--- src/rtl/r5p_soc_uart.sv ---
// R5P SoC UART: memory-mapped slave with TX/RX byte FIFOs and a programmable
// baud divisor. Register map (byte offsets): 0x0 DATA, 0x4 STATUS,
// 0x8 DIVISOR, 0xC reserved (reads 0).
//
// TX FSM   | meaning
// ---------+--------------------------------------------------------
// TX_IDLE  | line high, pops the TX FIFO as soon as it is non-empty
// TX_START | driving the start bit (low) for DIVISOR+1 clocks
// TX_DATA  | shifting 8 data bits out LSB first
// TX_STOP  | driving the stop bit (high)
//
// RX FSM   | meaning
// ---------+--------------------------------------------------------
// RX_IDLE  | waiting for a falling edge on the synchronized line
// RX_START | re-checks the line after DIVISOR>>1 clocks (glitch filter)
// RX_DATA  | sampling 8 data bits, one every DIVISOR+1 clocks
// RX_STOP  | sampling the stop bit, then pushes the byte or flags an error
module r5p_soc_uart #(
    parameter int          AW      = 4,
    parameter int          DW      = 32,
    parameter int          FD      = 4,
    parameter int          BDW     = 16,
    parameter int unsigned DIV_RST = 867
) (
    input  logic            clk,
    input  logic            rst_n,
    input  logic            bus_vld,
    input  logic            bus_wen,
    input  logic [AW-1:0]   bus_adr,
    input  logic [DW/8-1:0] bus_ben,
    input  logic [DW-1:0]   bus_wdt,
    output logic [DW-1:0]   bus_rdt,
    output logic            bus_rdy,
    output logic            uart_txd,
    input  logic            uart_rxd
);

    localparam int PW = $clog2(FD);
    localparam logic [PW:0] PTR_ONE = 1;

    typedef enum logic [1:0] {TX_IDLE, TX_START, TX_DATA, TX_STOP} tx_state_t;
    typedef enum logic [1:0] {RX_IDLE, RX_START, RX_DATA, RX_STOP} rx_state_t;

    tx_state_t      tx_state;
    rx_state_t      rx_state;

    logic [BDW-1:0] div;
    logic [DW-1:0]  ben_mask;
    logic [DW-1:0]  rdt_nxt;

    logic [PW:0]    tx_wp, tx_rp, rx_wp, rx_rp;
    logic [7:0]     tx_mem [FD];
    logic [7:0]     rx_mem [FD];
    logic           tx_empty, tx_full, rx_empty, rx_full, tx_idle;
    logic           tx_push, tx_pop, rx_push, rx_pop;

    logic [1:0]     reg_sel;
    logic           bus_wr, bus_rd;

    logic [BDW-1:0] tx_cnt, rx_cnt;
    logic [2:0]     tx_bit, rx_bit;
    logic [7:0]     tx_sh, rx_sh;

    logic [1:0]     rx_sync;
    logic           rx_s, rx_prev;
    logic           rx_good, rx_bad;
    logic           rx_ovr, rx_ferr, clr_ovr, clr_ferr;

    logic           unused_ok;

    assign bus_rdy = 1'b1;
    assign reg_sel = bus_adr[3:2];
    assign bus_wr  = bus_vld & bus_wen;
    assign bus_rd  = bus_vld & ~bus_wen;

    assign tx_empty = (tx_wp == tx_rp);
    assign tx_full  = (tx_wp[PW] != tx_rp[PW]) && (tx_wp[PW-1:0] == tx_rp[PW-1:0]);
    assign rx_empty = (rx_wp == rx_rp);
    assign rx_full  = (rx_wp[PW] != rx_rp[PW]) && (rx_wp[PW-1:0] == rx_rp[PW-1:0]);
    assign tx_idle  = tx_empty && (tx_state == TX_IDLE);

    // A push into a full FIFO is only legal when the same cycle pops it.
    assign tx_pop  = (tx_state == TX_IDLE) && !tx_empty;
    assign tx_push = bus_wr && (reg_sel == 2'd0) && bus_ben[0] && (!tx_full || tx_pop);
    assign rx_pop  = bus_rd && (reg_sel == 2'd0) && !rx_empty;
    assign rx_s    = rx_sync[1];
    assign rx_good = (rx_state == RX_STOP) && (rx_cnt == '0) && rx_s;
    assign rx_bad  = (rx_state == RX_STOP) && (rx_cnt == '0) && !rx_s;
    assign rx_push = rx_good && (!rx_full || rx_pop);

    assign clr_ovr  = bus_wr && (reg_sel == 2'd1) && bus_ben[0] && bus_wdt[3];
    assign clr_ferr = bus_wr && (reg_sel == 2'd1) && bus_ben[0] && bus_wdt[4];

    assign unused_ok = ^{bus_adr, bus_wdt, bus_ben, ben_mask};

    // Expand byte enables into a bit mask for the divisor write.
    always_comb begin
        ben_mask = '0;
        for (int b = 0; b < DW/8; b++) begin
            ben_mask[b*8 +: 8] = {8{bus_ben[b]}};
        end
    end

    // Read data mux; DATA shows the RX FIFO head, or 0 when empty.
    always_comb begin
        rdt_nxt = '0;
        case (reg_sel)
            2'd0: if (!rx_empty) rdt_nxt[7:0] = rx_mem[rx_rp[PW-1:0]];
            2'd1: rdt_nxt[4:0] = {rx_ferr, rx_ovr, rx_empty, tx_idle, tx_full};
            2'd2: rdt_nxt[BDW-1:0] = div;
            default: rdt_nxt = '0;
        endcase
    end

    // Registered read data, held until the next read.
    always_ff @(posedge clk or negedge rst_n) begin
        if (!rst_n) bus_rdt <= '0;
        else if (bus_rd) bus_rdt <= rdt_nxt;
    end

    // Divisor register and sticky RX error flags; a new error wins over a clear.
    always_ff @(posedge clk or negedge rst_n) begin
        if (!rst_n) begin
            div     <= BDW'(DIV_RST);
            rx_ovr  <= 1'b0;
            rx_ferr <= 1'b0;
        end else begin
            if (bus_wr && (reg_sel == 2'd2))
                div <= (div & ~ben_mask[BDW-1:0]) | (bus_wdt[BDW-1:0] & ben_mask[BDW-1:0]);
            if (rx_good && rx_full && !rx_pop) rx_ovr <= 1'b1;
            else if (clr_ovr)                  rx_ovr <= 1'b0;
            if (rx_bad)        rx_ferr <= 1'b1;
            else if (clr_ferr) rx_ferr <= 1'b0;
        end
    end

    // FIFO pointers.
    always_ff @(posedge clk or negedge rst_n) begin
        if (!rst_n) begin
            tx_wp <= '0;
            tx_rp <= '0;
            rx_wp <= '0;
            rx_rp <= '0;
        end else begin
            if (tx_push) tx_wp <= tx_wp + PTR_ONE;
            if (tx_pop)  tx_rp <= tx_rp + PTR_ONE;
            if (rx_push) rx_wp <= rx_wp + PTR_ONE;
            if (rx_pop)  rx_rp <= rx_rp + PTR_ONE;
        end
    end

    // FIFO storage; contents need no reset since the pointers define validity.
    always_ff @(posedge clk) begin
        if (tx_push) tx_mem[tx_wp[PW-1:0]] <= bus_wdt[7:0];
        if (rx_push) rx_mem[rx_wp[PW-1:0]] <= rx_sh;
    end

    // Transmit FSM; txd is registered from the current state, giving one
    // extra cycle between the pop and the start bit on the line.
    always_ff @(posedge clk or negedge rst_n) begin
        if (!rst_n) begin
            tx_state <= TX_IDLE;
            tx_cnt   <= '0;
            tx_bit   <= '0;
            tx_sh    <= '0;
            uart_txd <= 1'b1;
        end else begin
            case (tx_state)
                TX_IDLE: begin
                    uart_txd <= 1'b1;
                    if (!tx_empty) begin
                        tx_sh    <= tx_mem[tx_rp[PW-1:0]];
                        tx_cnt   <= div;
                        tx_state <= TX_START;
                    end
                end
                TX_START: begin
                    uart_txd <= 1'b0;
                    if (tx_cnt == '0) begin
                        tx_cnt   <= div;
                        tx_bit   <= '0;
                        tx_state <= TX_DATA;
                    end else begin
                        tx_cnt <= tx_cnt - BDW'(1);
                    end
                end
                TX_DATA: begin
                    uart_txd <= tx_sh[0];
                    if (tx_cnt == '0) begin
                        tx_sh  <= {1'b0, tx_sh[7:1]};
                        tx_cnt <= div;
                        tx_bit <= tx_bit + 3'd1;
                        if (tx_bit == 3'd7) tx_state <= TX_STOP;
                    end else begin
                        tx_cnt <= tx_cnt - BDW'(1);
                    end
                end
                TX_STOP: begin
                    uart_txd <= 1'b1;
                    if (tx_cnt == '0) tx_state <= TX_IDLE;
                    else              tx_cnt   <= tx_cnt - BDW'(1);
                end
                default: tx_state <= TX_IDLE;
            endcase
        end
    end

    // Two-flop synchronizer plus previous-value flop for edge detection.
    always_ff @(posedge clk or negedge rst_n) begin
        if (!rst_n) begin
            rx_sync <= 2'b11;
            rx_prev <= 1'b1;
        end else begin
            rx_sync <= {rx_sync[0], uart_rxd};
            rx_prev <= rx_s;
        end
    end

    // Receive FSM.
    always_ff @(posedge clk or negedge rst_n) begin
        if (!rst_n) begin
            rx_state <= RX_IDLE;
            rx_cnt   <= '0;
            rx_bit   <= '0;
            rx_sh    <= '0;
        end else begin
            case (rx_state)
                RX_IDLE: begin
                    if (rx_prev && !rx_s) begin
                        rx_cnt   <= div >> 1;
                        rx_state <= RX_START;
                    end
                end
                RX_START: begin
                    if (rx_cnt == '0) begin
                        if (rx_s) begin
                            rx_state <= RX_IDLE;
                        end else begin
                            rx_cnt   <= div;
                            rx_bit   <= '0;
                            rx_state <= RX_DATA;
                        end
                    end else begin
                        rx_cnt <= rx_cnt - BDW'(1);
                    end
                end
                RX_DATA: begin
                    if (rx_cnt == '0) begin
                        rx_sh  <= {rx_s, rx_sh[7:1]};
                        rx_cnt <= div;
                        rx_bit <= rx_bit + 3'd1;
                        if (rx_bit == 3'd7) rx_state <= RX_STOP;
                    end else begin
                        rx_cnt <= rx_cnt - BDW'(1);
                    end
                end
                RX_STOP: begin
                    if (rx_cnt == '0) rx_state <= RX_IDLE;
                    else              rx_cnt   <= rx_cnt - BDW'(1);
                end
                default: rx_state <= RX_IDLE;
            endcase
        end
    end

endmodule

--- config.mk ---
export PLATFORM = sky130hd
export DESIGN_NAME = r5p_soc_uart
export DESIGN_NICKNAME = d
export VERILOG_FILES = /design/src/rtl/r5p_soc_uart.sv
export SDC_FILE = /design/constraint.sdc
export NUM_CORES = 1
export LEC_CHECK = 0
export CAP_MARGIN = 5
export CORE_MARGIN = 1
export CORE_UTILIZATION = 45
export DETAILED_ROUTE_END_ITERATION = 16
export GPL_TIMING_DRIVEN = 0
export HOLD_SLACK_MARGIN = 0.12
export MAX_ROUTING_LAYER = met4
export PLACE_DENSITY = 0.68
export SYNTH_ARGS = -nofsm -noshare
export SYNTH_HDL_FRONTEND = slang
export SYNTH_SLANG_ARGS = --single-unit
--- constraint.sdc ---
create_clock -name clk -period 2.65 [get_ports clk]
set_input_delay 0.53 -clock clk [delete_from_list [all_inputs] [get_ports clk]]
set_output_delay 0.53 -clock clk [all_outputs]
set_load 0.01 [all_outputs]
-- Yosys cells after proc, flatten, opt, wreduce, memory -nomap -nowiden
Memories as Yosys holds them, arrays and structs flattened.
Cells that the tools add are included.
W data, S select, Z words.
- $add $sub $neg: 8
- multipliers: 0
- divide/modulo/power cells: 0
- $lt $le $gt $ge: 0
- equality and inequality tests: 30
- shift operators: 0
- muxes and demuxes: 46
- bitwise operators: 7
- reductions and logical operators: 49
- operators by type and width (cell ; count):
    $mux W16 ; 8
    $pmux W16 S4 ; 1
    $pmux W16 S3 ; 1
    $and A16 B16 Y16 ; 2
    $logic_not A16 Y1 ; 2
    $mux W8 ; 4
    $sub A16 B1 Y16 const B ; 2
    $ne A2 B2 Y1 const B ; 12
    $mux W2 ; 11
    $logic_and A1 B1 Y1 ; 21
    $add A3 B1 Y3 const B ; 6
    $pmux W3 S2 ; 3
    $not A16 Y16 ; 1
    $or A16 B16 Y16 ; 1
    $pmux W2 S4 ; 2
    $pmux W8 S2 ; 1
    $mux W3 ; 5
    $pmux W5 S3 ; 1
    $eq A2 B2 Y1 const B ; 5
    $reduce_and A5 Y1 ; 2
    $reduce_bool A2 Y1 ; 5
    $reduce_and A3 Y1 ; 3
    $mux W1 ; 8
    $eq A2 B1 Y1 const B ; 3
    other kinds (15) ; 30
- register bits after elaboration: 108
- latch bits: 0
- RAM bits: 64
- memory bits (read-only): 0
- input port bits: 45
- output and inout bits: 34
- logic and storage cells: 161
- memories kept: 2
- memory list (memory ; depth ; width ; read ports ; clocked after memory_dff ; wr ports ; line ; RTL):
    rx_mem ; 4 ; 8 ; 1 ; 0 ; 1 ; 53 ; logic [7:0] rx_mem [FD];
    tx_mem ; 4 ; 8 ; 1 ; 0 ; 1 ; 52 ; logic [7:0] tx_mem [FD];

-- Depth between registers and ports, before layout
Gate-level depths: netlist (run 1).
- depth in word-level cells: 8
- depth in mapped cells: 11
- mapped depth without buffers: 8

-- Least setup slack after synthesis (run 1)
Ideal clock, no wire load.
- path kind: register to register
- start: reg tx_rp[0]
- end: mem tx_mem[3][0] (enable)
- arrival time: 2.210 ns
- slack: 0.100 ns
- cell stages (with the launch flop): 6
- path buffers: 1
- clock period less this slack: 2.550 ns
- cell sequence: dfrtp_1 buf_4 xor2_1 nor3_1 a2111oi_0 and2_1
- longest elaborated chain between the ends: 7
- RTL lines (item ; line ; RTL):
    from (decl) ; 51 ; logic [PW:0] tx_wp, tx_rp, rx_wp, rx_rp;
    from (signal assigned) ; 146 ; if (tx_pop) tx_rp <= tx_rp + PTR_ONE;
    $eq A3 B3 Y1 or $eq A2 B2 Y1 (tied branches) ; 76, 77 ;
    $logic_not A1 Y1 or $logic_and A1 B1 Y1 (tied branches) ; -- ;
    $logic_and A1 B1 Y1 or $logic_not A1 Y1 (tied branches) ; 83, 84 ;
    $logic_or A1 B1 Y1 * ; 84 ; assign tx_push = bus_wr && (reg_sel == 2'd0) && bus_ben[0] && (!tx_full || tx_pop);
    $logic_and A1 B1 Y1 * ; 84 ;
    $mux W1 * ; 154 ; if (tx_push) tx_mem[tx_wp[PW-1:0]] <= bus_wdt[7:0];
    $mux W1 (not written as such) * ; 154 ;
    to (decl) ; 52 ;
Every way passes the cells marked *; elsewhere a longest branch is shown, timed or not.

-- Worst setup path in the final report (run 1)
- start: reg rx_cnt[9]
- end: mem rx_mem[3][7] (enable)
- longest elaborated chain between the ends: 6
- RTL lines (item ; line ; RTL):
    from (decl) ; 60 ; logic [BDW-1:0] tx_cnt, rx_cnt;
    from (signal assigned) ; 230 ; rx_cnt <= div >> 1;
    from (signal assigned) ; 239 ; rx_cnt <= div;
    from (signal assigned) ; 244 ; rx_cnt <= rx_cnt - BDW'(1);
    $logic_not A16 Y1 ; 87 ; assign rx_good = (rx_state == RX_STOP) && (rx_cnt == '0) && rx_s;
    $logic_and A1 B1 Y1 (2 in a row) ; 87 ;
    $logic_and A1 B1 Y1 ; 89 ; assign rx_push = rx_good && (!rx_full || rx_pop);
    $mux W1 ; 155 ; if (rx_push) rx_mem[rx_wp[PW-1:0]] <= rx_sh;
    $mux W1 (not written as such) ; 155 ;
    to (decl) ; 53 ;
No other way between the ends.

==> flow_results.xml, run 1 <==
<?xml version="1.0" encoding="UTF-8"?>
<metrics>
  <group name="timing">
    <metric name="final_min_period_over_clock_period" unit="%">96.04</metric>
    <metric name="totalNegativeSetupSlack" unit="ps">0</metric>
    <metric name="report.final.hold_viol_count" unit="">0</metric>
    <metric name="fmax" unit="MHz">392.9</metric>
    <metric name="setup_viol_count_final" unit="">0</metric>
    <metric name="rsz0062_at_grt" unit="">false</metric>
    <metric name="timing.max_slew.rel_slack" unit="%">53.01</metric>
    <metric name="holdWs" unit="ps">361.2</metric>
    <metric name="skew" unit="ps">7.503</metric>
    <metric name="tightestPinTransition" unit="ps">702.3</metric>
    <metric name="post-route-min-period" unit="ps">2545</metric>
    <metric name="timing.final.max_slew_violations" unit="">0</metric>
  </group>
  <group name="setup_path">
    <metric name="timing.critical_path.max_delay_family" unit="">simple AND/OR/NAND/NOR gates</metric>
    <metric name="critical_path_buf_inv_count" unit="">3</metric>
    <metric name="slowest_stage" unit="">sky130_fd_sc_hd__or4_4</metric>
    <metric name="kind_of_end_point_of_the_critical_path" unit="">flip-flop</metric>
    <metric name="critical_path_s_most_frequent_cell" unit="">sky130_fd_sc_hd__buf_6</metric>
    <metric name="cp_cell_sequence" unit="">buf_6 &gt; or4_4 &gt; buf_6 &gt; nor4_1 &gt; and4_1 &gt; clkbuf_2 &gt; and2_4</metric>
    <metric name="worstSetupStartpointType" unit="">flip-flop</metric>
    <metric name="cp_num_cells" unit="">7</metric>
    <metric name="rrSetupSlack" unit="ps">100</metric>
    <metric name="required" unit="ps">2790</metric>
    <metric name="worst-path-max-fanout" unit="">9</metric>
    <metric name="crit_type" unit="">reg2reg</metric>
    <metric name="source_of_the_worst_register_to_register_timing_path" unit="">rx_cnt[9]</metric>
    <metric name="timing.rr.end" unit="">rx_mem[3][7]</metric>
    <metric name="slowest_delay" unit="ps">530</metric>
    <metric name="r2r.worst_path.cells" unit="">7</metric>
    <metric name="worst-endpoint-arrival" unit="ps">2680</metric>
  </group>
  <group name="yosys">
    <metric name="synth.top_cells.by_count" unit="">98 x sky130_fd_sc_hd__dfrtp_1, 66 x sky130_fd_sc_hd__nand2_1, 64 x sky130_fd_sc_hd__edfxtp_1</metric>
    <metric name="ys_types" unit="">69</metric>
    <metric name="syn_avg_cell_area" unit="sq um">11.83</metric>
    <metric name="yosysTopAreaCellShare" unit="%">29.31</metric>
    <metric name="netlist_top_cells_area" unit="">sky130_fd_sc_hd__dfrtp_1 29%, sky130_fd_sc_hd__edfxtp_1 23%, sky130_fd_sc_hd__mux4_2 4.3%</metric>
    <metric name="synth_edf_count" unit="">64</metric>
    <metric name="synth_flop_cell" unit="">sky130_fd_sc_hd__dfrtp_1</metric>
    <metric name="synthesis.area" unit="sq um">8367</metric>
    <metric name="yosys.cell_count.top_type" unit="">sky130_fd_sc_hd__dfrtp_1</metric>
    <metric name="synthCells" unit="">707</metric>
    <metric name="synthArstFlopShare" unit="%">62.79</metric>
    <metric name="synth_sequential_area_ratio" unit="%">55.42</metric>
    <metric name="synth_warn" unit="">0</metric>
    <metric name="synth_top_cell_by_area" unit="">sky130_fd_sc_hd__dfrtp_1</metric>
    <metric name="postSynthRegisterBits" unit="">172</metric>
  </group>
  <group name="global_route">
    <metric name="grt_pass1_vias" unit="">6127</metric>
    <metric name="grt_max_degree" unit="">66</metric>
    <metric name="grt_overflow" unit="">0</metric>
    <metric name="grt.total_usage" unit="%">22.68</metric>
    <metric name="antenna_found_initial" unit="">0</metric>
    <metric name="grt_first_pass_wirelength" unit="microns">32620</metric>
  </group>
  <group name="route">
    <metric name="routedLengthMet1" unit="microns">8563</metric>
    <metric name="wl_met3" unit="microns">1006</metric>
    <metric name="drt-vias-per-instance" unit="">5.832</metric>
    <metric name="routed_wl" unit="microns">19880</metric>
    <metric name="final_antenna_net_count" unit="">0</metric>
    <metric name="met2_length" unit="microns">9687</metric>
    <metric name="drt-wirelength-per-cell" unit="microns">19.30</metric>
    <metric name="drt-pass1-iter-count" unit="">12</metric>
    <metric name="post_detailed_route_drc_marker_count" unit="">10</metric>
    <metric name="detail_route.iter0.violations" unit="">516</metric>
    <metric name="highest-signal-layer" unit="">met4</metric>
    <metric name="routed-via-count" unit="">6007</metric>
  </group>
  <group name="power_and_ir_drop">
    <metric name="peakVddDrop" unit="uV">513.5</metric>
    <metric name="power_per_cell_area" unit="nW/um^2">1087</metric>
    <metric name="total_power" unit="mW">10.83</metric>
    <metric name="p_leak" unit="nW">4.067</metric>
  </group>
  <group name="finish">
    <metric name="post_layout_nonfiller_instances" unit="">1030</metric>
    <metric name="fill_cells" unit="">1478</metric>
    <metric name="layout_overhead_on_the_synthesized_area" unit="%">19.01</metric>
    <metric name="finish.instance_area" unit="sq um">9957</metric>
    <metric name="number_of_inserted_diodes" unit="">0</metric>
    <metric name="final_net_count" unit="">859</metric>
    <metric name="regArea" unit="sq um">4637</metric>
    <metric name="multi_input_area" unit="sq um">3572</metric>
    <metric name="post_route_cells_drive_above_1_share" unit="%">20.47</metric>
  </group>
  <group name="hold_path">
    <metric name="end_point_of_the_worst_hold_path" unit="">rx_sync[1]</metric>
    <metric name="hold_path.startpoint" unit="">rx_sync[0]</metric>
    <metric name="min_path_type" unit="">reg2reg</metric>
    <metric name="hold-path-cell-count" unit="">0</metric>
  </group>
  <group name="flow_run">
    <metric name="drv_cap" unit="">0</metric>
  </group>
  <group name="clock_network">
    <metric name="clock_sink_count" unit="">172</metric>
    <metric name="clock_tree.root_cell" unit="">sky130_fd_sc_hd__clkbuf_16</metric>
    <metric name="tritoncts.num_buffers" unit="">17</metric>
    <metric name="cts.htree.levels" unit="">4</metric>
    <metric name="cts_tree" unit="">yes</metric>
    <metric name="clk_transition_reported_paths" unit="ps">70</metric>
    <metric name="worstSkewPairLatency" unit="ps">440</metric>
    <metric name="cts-root-to-sink-buffers" unit="">2</metric>
  </group>
  <group name="run_status">
    <metric name="violations" unit="">DRC</metric>
    <metric name="outcome" unit="">complete, but fails checks</metric>
  </group>
  <group name="floorplan">
    <metric name="initial_core_utilization" unit="%">46.26</metric>
    <metric name="count_of_standard_cell_rows" unit="">49</metric>
    <metric name="die_area" unit="sq um">19140</metric>
    <metric name="core" unit="sq um">18090</metric>
    <metric name="num_io_pins" unit="">79</metric>
    <metric name="die_h" unit="microns">138.4</metric>
    <metric name="dieWidth" unit="microns">138.4</metric>
  </group>
  <group name="placement">
    <metric name="placed_cell_area" unit="sq um">9149</metric>
    <metric name="numPlacedInstances" unit="">993</metric>
    <metric name="dpl.hpwl" unit="microns">13760</metric>
    <metric name="final_gp_congestion" unit="">0.8643</metric>
    <metric name="place.port_buffers" unit="">40</metric>
  </group>
</metrics>
state kept, by name, indices dropped and copies added, names as in the netlist, named ones only:
name and flops:
rx_mem 32, tx_mem 32, bus_rdt 16, rx_cnt 16, tx_cnt 16, rx_sh 8
tx_sh 8, rx_bit 3, rx_rp 3, rx_wp 3, tx_bit 3, tx_rp 3
tx_wp 3, rx_sync 2, tx_state 2, rx_ferr 1, rx_ovr 1, rx_prev 1
rx_state 1, uart_txd 1
cells in the final DEF (no fill, tap or decap), types with 11 or more instances in the layout:
master	Yosys	layout
sky130_fd_sc_hd__xnor2_1	11	11
sky130_fd_sc_hd__mux4_2	16	16
sky130_fd_sc_hd__conb_1	2	17
sky130_fd_sc_hd__clkbuf_1	15	13
sky130_fd_sc_hd__a21oi_1	28	27
sky130_fd_sc_hd__nor3_1	15	13
sky130_fd_sc_hd__nand3_1	24	24
sky130_fd_sc_hd__buf_4	18	26
sky130_fd_sc_hd__o21ai_0	39	38
sky130_fd_sc_hd__mux2_2	26	26
sky130_fd_sc_hd__xor2_1	12	12
sky130_fd_sc_hd__inv_1	20	17
sky130_fd_sc_hd__ha_1	26	25
sky130_fd_sc_hd__nand2_1	66	65
sky130_fd_sc_hd__nor2_1	50	49
sky130_fd_sc_hd__dfrtp_1	98	98
sky130_fd_sc_hd__clkbuf_16	0	17
sky130_fd_sc_hd__clkdlybuf4s50_1	0	39
sky130_fd_sc_hd__edfxtp_1	64	64
power breakdown:
part / internal, mW / switching (mW)
logic: 1.88 / 2.50
clock network: 1.35 / 1.17
registers: 3.31 / 0.614
total: 6.54 / 4.28
kinds of logic after synthesis:
kind of cell | Yosys count | synth area share [%]
adder cells (fa/ha/maj) | 26 | 3.888
AO/OA/AOI/OAI | 149 | 12.20
flip-flops | 172 | 55.42
XOR/XNOR | 23 | 2.408
buffers and inverters | 69 | 4.381
multiplexers | 53 | 9.182
other | 2 | 0.08976
AND/OR/NAND/NOR | 213 | 12.43
worst max path at each step:
stage,startpoint,to,slack (ps)
after global placement,rst_n,rx_cnt[8],-3050
after CTS,rx_cnt[9],rx_cnt[5],5
final,rx_cnt[9],rx_mem[3][7],100
after global routing,tx_state[0],tx_cnt[12],2
after floorplan,tx_rp[0],tx_mem[3][0],100
after detailed placement,bus_wen,tx_mem[3][5],-780
cell type report:
cell class / count / area share [%]
flip-flops and latches: 172 / 46.57
multi-input cells: 481 / 35.88
repair buffers: 48 / 4.863
clock buffers: 17 / 4.272
plain buffers: 48 / 2.953
well taps: 229 / 2.878
clock inverters: 15 / 1.797
inverters: 20 / 0.7917
routing by layer:
layer | global-route usage [%] | vias up
met5 | - | -
met4 | 10.05 | 0
met3 | 4.018 | 51
met2 | 36.25 | 211
met1 | 28.33 | 2980
li1 | - | 2765
through the flow:
step	utilization [%]	worst slack (ps)
floorplan	-	99.87
global placement	50.37	-3053
detailed placement	50.58	-775.7
CTS	54.58	5.253
global route	55.05	1.669
finish	55.05	105.0
repair_timing:
| item | CTS | global route |
|---|---|---|
| hold buffers | 1 | 0 |
| endpoints found under the setup margin | 112 | 71 |
| setup buffers | 2 | 3 |
| pin swaps | 1 | 7 |
| endpoints found under the hold margin | 10 | 0 |
| gates resized for setup | 30 | 20 |
Power figures use the tool's default switching activity.
==> run 2, diff against run 1 <==
--- a/config.mk
+++ b/config.mk
@@ -12,7 +12,7 @@
 export GPL_TIMING_DRIVEN = 0
 export HOLD_SLACK_MARGIN = 0.12
 export MAX_ROUTING_LAYER = met4
-export PLACE_DENSITY = 0.68
+export PLACE_DENSITY = 0.65
 export SYNTH_ARGS = -nofsm -noshare
 export SYNTH_HDL_FRONTEND = slang
 export SYNTH_SLANG_ARGS = --single-unit
==> constraint.sdc (replaced) <==
create_clock -name clk -period 2.7 [get_ports clk]
set_input_delay 0.54 -clock clk [delete_from_list [all_inputs] [get_ports clk]]
set_output_delay 0.54 -clock clk [all_outputs]
set_load 0.01 [all_outputs]
==> flow_results.xml, run 2 (synthesis gave the netlist of run 1 again) <==
<?xml version="1.0" encoding="UTF-8"?>
<metrics>
  <group name="finish">
    <metric name="number_of_inserted_diodes" unit="">0</metric>
    <metric name="layout.cells.most_common_list" unit="">98 x sky130_fd_sc_hd__dfrtp_1, 65 x sky130_fd_sc_hd__nand2_1, 64 x sky130_fd_sc_hd__edfxtp_1, 49 x sky130_fd_sc_hd__nor2_1</metric>
    <metric name="fill_cells" unit="">1482</metric>
    <metric name="post_route_cells_drive_above_1_share" unit="%">19.42</metric>
    <metric name="finish.instance_area" unit="sq um">9861</metric>
    <metric name="final_net_count" unit="">856</metric>
    <metric name="layout_overhead_on_the_synthesized_area" unit="%">17.86</metric>
    <metric name="most_frequent_standard_cell_in_the_layout_excluding_fill_and_tap_cells" unit="">sky130_fd_sc_hd__dfrtp_1</metric>
  </group>
  <group name="setup_path">
    <metric name="crit_type" unit="">reg2reg</metric>
    <metric name="required" unit="ps">3010</metric>
    <metric name="kind_of_end_point_of_the_critical_path" unit="">flip-flop</metric>
    <metric name="critical_path_s_most_frequent_cell" unit="">sky130_fd_sc_hd__buf_6</metric>
    <metric name="worst-endpoint-arrival" unit="ps">2930</metric>
    <metric name="slowest_stage" unit="">sky130_fd_sc_hd__or4_4</metric>
    <metric name="worstSetupStartpointType" unit="">flip-flop</metric>
    <metric name="cp_cell_sequence" unit="">buf_6 &gt; or4_4 &gt; buf_6 &gt; or4_4 &gt; buf_6 &gt; mux2_4 &gt; a221oi_2 &gt; o31ai_1</metric>
    <metric name="worst-path-max-fanout" unit="">8</metric>
    <metric name="slowest_delay" unit="ps">530</metric>
  </group>
  <group name="timing">
    <metric name="holdWs" unit="ps">141.7</metric>
    <metric name="timing.final.max_slew_violations" unit="">0</metric>
    <metric name="setup_viol_count_final" unit="">0</metric>
    <metric name="timing.max_slew.rel_slack" unit="%">50.59</metric>
    <metric name="fmax" unit="MHz">381.4</metric>
    <metric name="final_min_period_over_clock_period" unit="%">97.11</metric>
    <metric name="post-route-min-period" unit="ps">2622</metric>
    <metric name="report.final.hold_viol_count" unit="">0</metric>
    <metric name="tightestPinTransition" unit="ps">738.4</metric>
    <metric name="skew" unit="ps">12.39</metric>
  </group>
  <group name="route">
    <metric name="routed_wl" unit="microns">19860</metric>
    <metric name="detail_route.iter0.violations" unit="">540</metric>
    <metric name="routed-via-count" unit="">5993</metric>
    <metric name="post_detailed_route_drc_marker_count" unit="">4</metric>
    <metric name="drt-wirelength-per-cell" unit="microns">19.34</metric>
    <metric name="drt-vias-per-instance" unit="">5.835</metric>
    <metric name="final_antenna_net_count" unit="">0</metric>
    <metric name="drt-pass1-iter-count" unit="">11</metric>
  </group>
  <group name="placement">
    <metric name="placed_cell_area" unit="sq um">9149</metric>
    <metric name="dpl.hpwl" unit="microns">13670</metric>
    <metric name="place.port_buffers" unit="">40</metric>
    <metric name="final_gp_congestion" unit="">0.9240</metric>
  </group>
  <group name="clock_network">
    <metric name="clock_sink_count" unit="">172</metric>
    <metric name="tritoncts.num_buffers" unit="">17</metric>
    <metric name="worstSkewPairLatency" unit="ps">440</metric>
    <metric name="clock_tree.root_cell" unit="">sky130_fd_sc_hd__clkbuf_16</metric>
    <metric name="clk_transition_reported_paths" unit="ps">70</metric>
    <metric name="post_cts_hold_buffer_count" unit="">0</metric>
    <metric name="cts.htree.levels" unit="">4</metric>
    <metric name="cts-root-to-sink-buffers" unit="">2</metric>
    <metric name="cts_tree" unit="">yes</metric>
  </group>
  <group name="floorplan">
    <metric name="dieWidth" unit="microns">138.4</metric>
    <metric name="die_h" unit="microns">138.4</metric>
    <metric name="core" unit="sq um">18090</metric>
    <metric name="die_area" unit="sq um">19140</metric>
    <metric name="count_of_standard_cell_rows" unit="">49</metric>
    <metric name="num_io_pins" unit="">79</metric>
    <metric name="initial_core_utilization" unit="%">46.26</metric>
  </group>
  <group name="run_status">
    <metric name="violations" unit="">DRC</metric>
    <metric name="outcome" unit="">complete, but fails checks</metric>
  </group>
  <group name="power_and_ir_drop">
    <metric name="total_power" unit="mW">10.45</metric>
    <metric name="peakVddDrop" unit="uV">528.2</metric>
    <metric name="power_per_cell_area" unit="nW/um^2">1059</metric>
    <metric name="p_leak" unit="nW">4.020</metric>
  </group>
  <group name="global_route">
    <metric name="grt_first_pass_wirelength" unit="microns">32090</metric>
    <metric name="antenna_found_initial" unit="">0</metric>
    <metric name="grt_pass1_vias" unit="">6004</metric>
    <metric name="grt_overflow" unit="">0</metric>
    <metric name="grt_max_degree" unit="">62</metric>
    <metric name="grt.total_usage" unit="%">22.44</metric>
  </group>
  <group name="flow_run">
    <metric name="drv_cap" unit="">0</metric>
  </group>
  <group name="hold_path">
    <metric name="min_path_type" unit="">in2async</metric>
  </group>
</metrics>
-- run 2: critical path, delay by kind of cell, from the launching register on --
family | cells | cell delay (ps)
AND/OR/NAND/NOR | 2 | 1060
buffers and inverters | 3 | 440
flip-flops | 1 | 370
AO/OA/AOI/OAI | 2 | 320
multiplexers | 1 | 300
-- run 2: power breakdown --
| part | total [mW] | internal (mW) | switching (mW) |
|---|---|---|---|
| clock network | 2.38 | 1.31 | 1.07 |
| registers | 3.82 | 3.25 | 0.571 |
| logic | 4.25 | 1.80 | 2.45 |
-- run 2: what timing repair did --
action	in CTS	in global routing
gates resized for setup	14	24
setup endpoints to repair	100	107
pin swaps	1	1
setup buffers	1	2
-- run 2: final cells by class --
class | instances | area (sq um) | area share (%)
Multi-Input combinational cell | 481 | 3540 | 35.90
Tap cell | 229 | 286.5 | 2.906
Inverter | 20 | 78.83 | 0.7994
Sequential cell | 172 | 4637 | 47.02
Clock inverter | 9 | 76.32 | 0.7740
Timing Repair Buffer | 45 | 455.4 | 4.619
Buffer | 48 | 296.5 | 3.007
Clock buffer | 23 | 490.5 | 4.974
-- run 2: per-layer routing --
metal	global-route usage (%)	vias up	wire length, microns
li1	-	2744	-
met4	7.865	0	353
met2	36.09	205	9782
met3	4.919	36	1082
met1	28.05	3008	8642
met5	-	-	0
-- run 2: path summary, 6_finish.rpt --
path | start | end | slack [ps] | cells after the start
hold reg to reg | rx_sync[0] | rx_sync[1] | 360 | 0
max in group asynchronous | rst_n | rx_sync[0] | 1770 | 2
setup reg to reg | rx_cnt[9] | rx_cnt[6] | 80 | 8
hold / removal | rst_n | tx_sh[3] | 140 | 1
setup / recovery | rx_cnt[9] | rx_cnt[6] | 80 | 8
min in group clk | rx_sync[0] | rx_sync[1] | 360 | 0
-- run 2: through the flow --
step           TNS, ps  util (%)  setup slack, ps  instances
4_1_cts         -101.8     54.00           -16.80       1026
3_3_place_gp   -398180     50.37            -3213        991
2_1_floorplan        0         -            149.9        722
6_report             0     54.52            78.16       1027
3_5_place_dp    -55630     50.58           -801.1        993
5_1_grt         -7.266     54.52           -7.266       1027
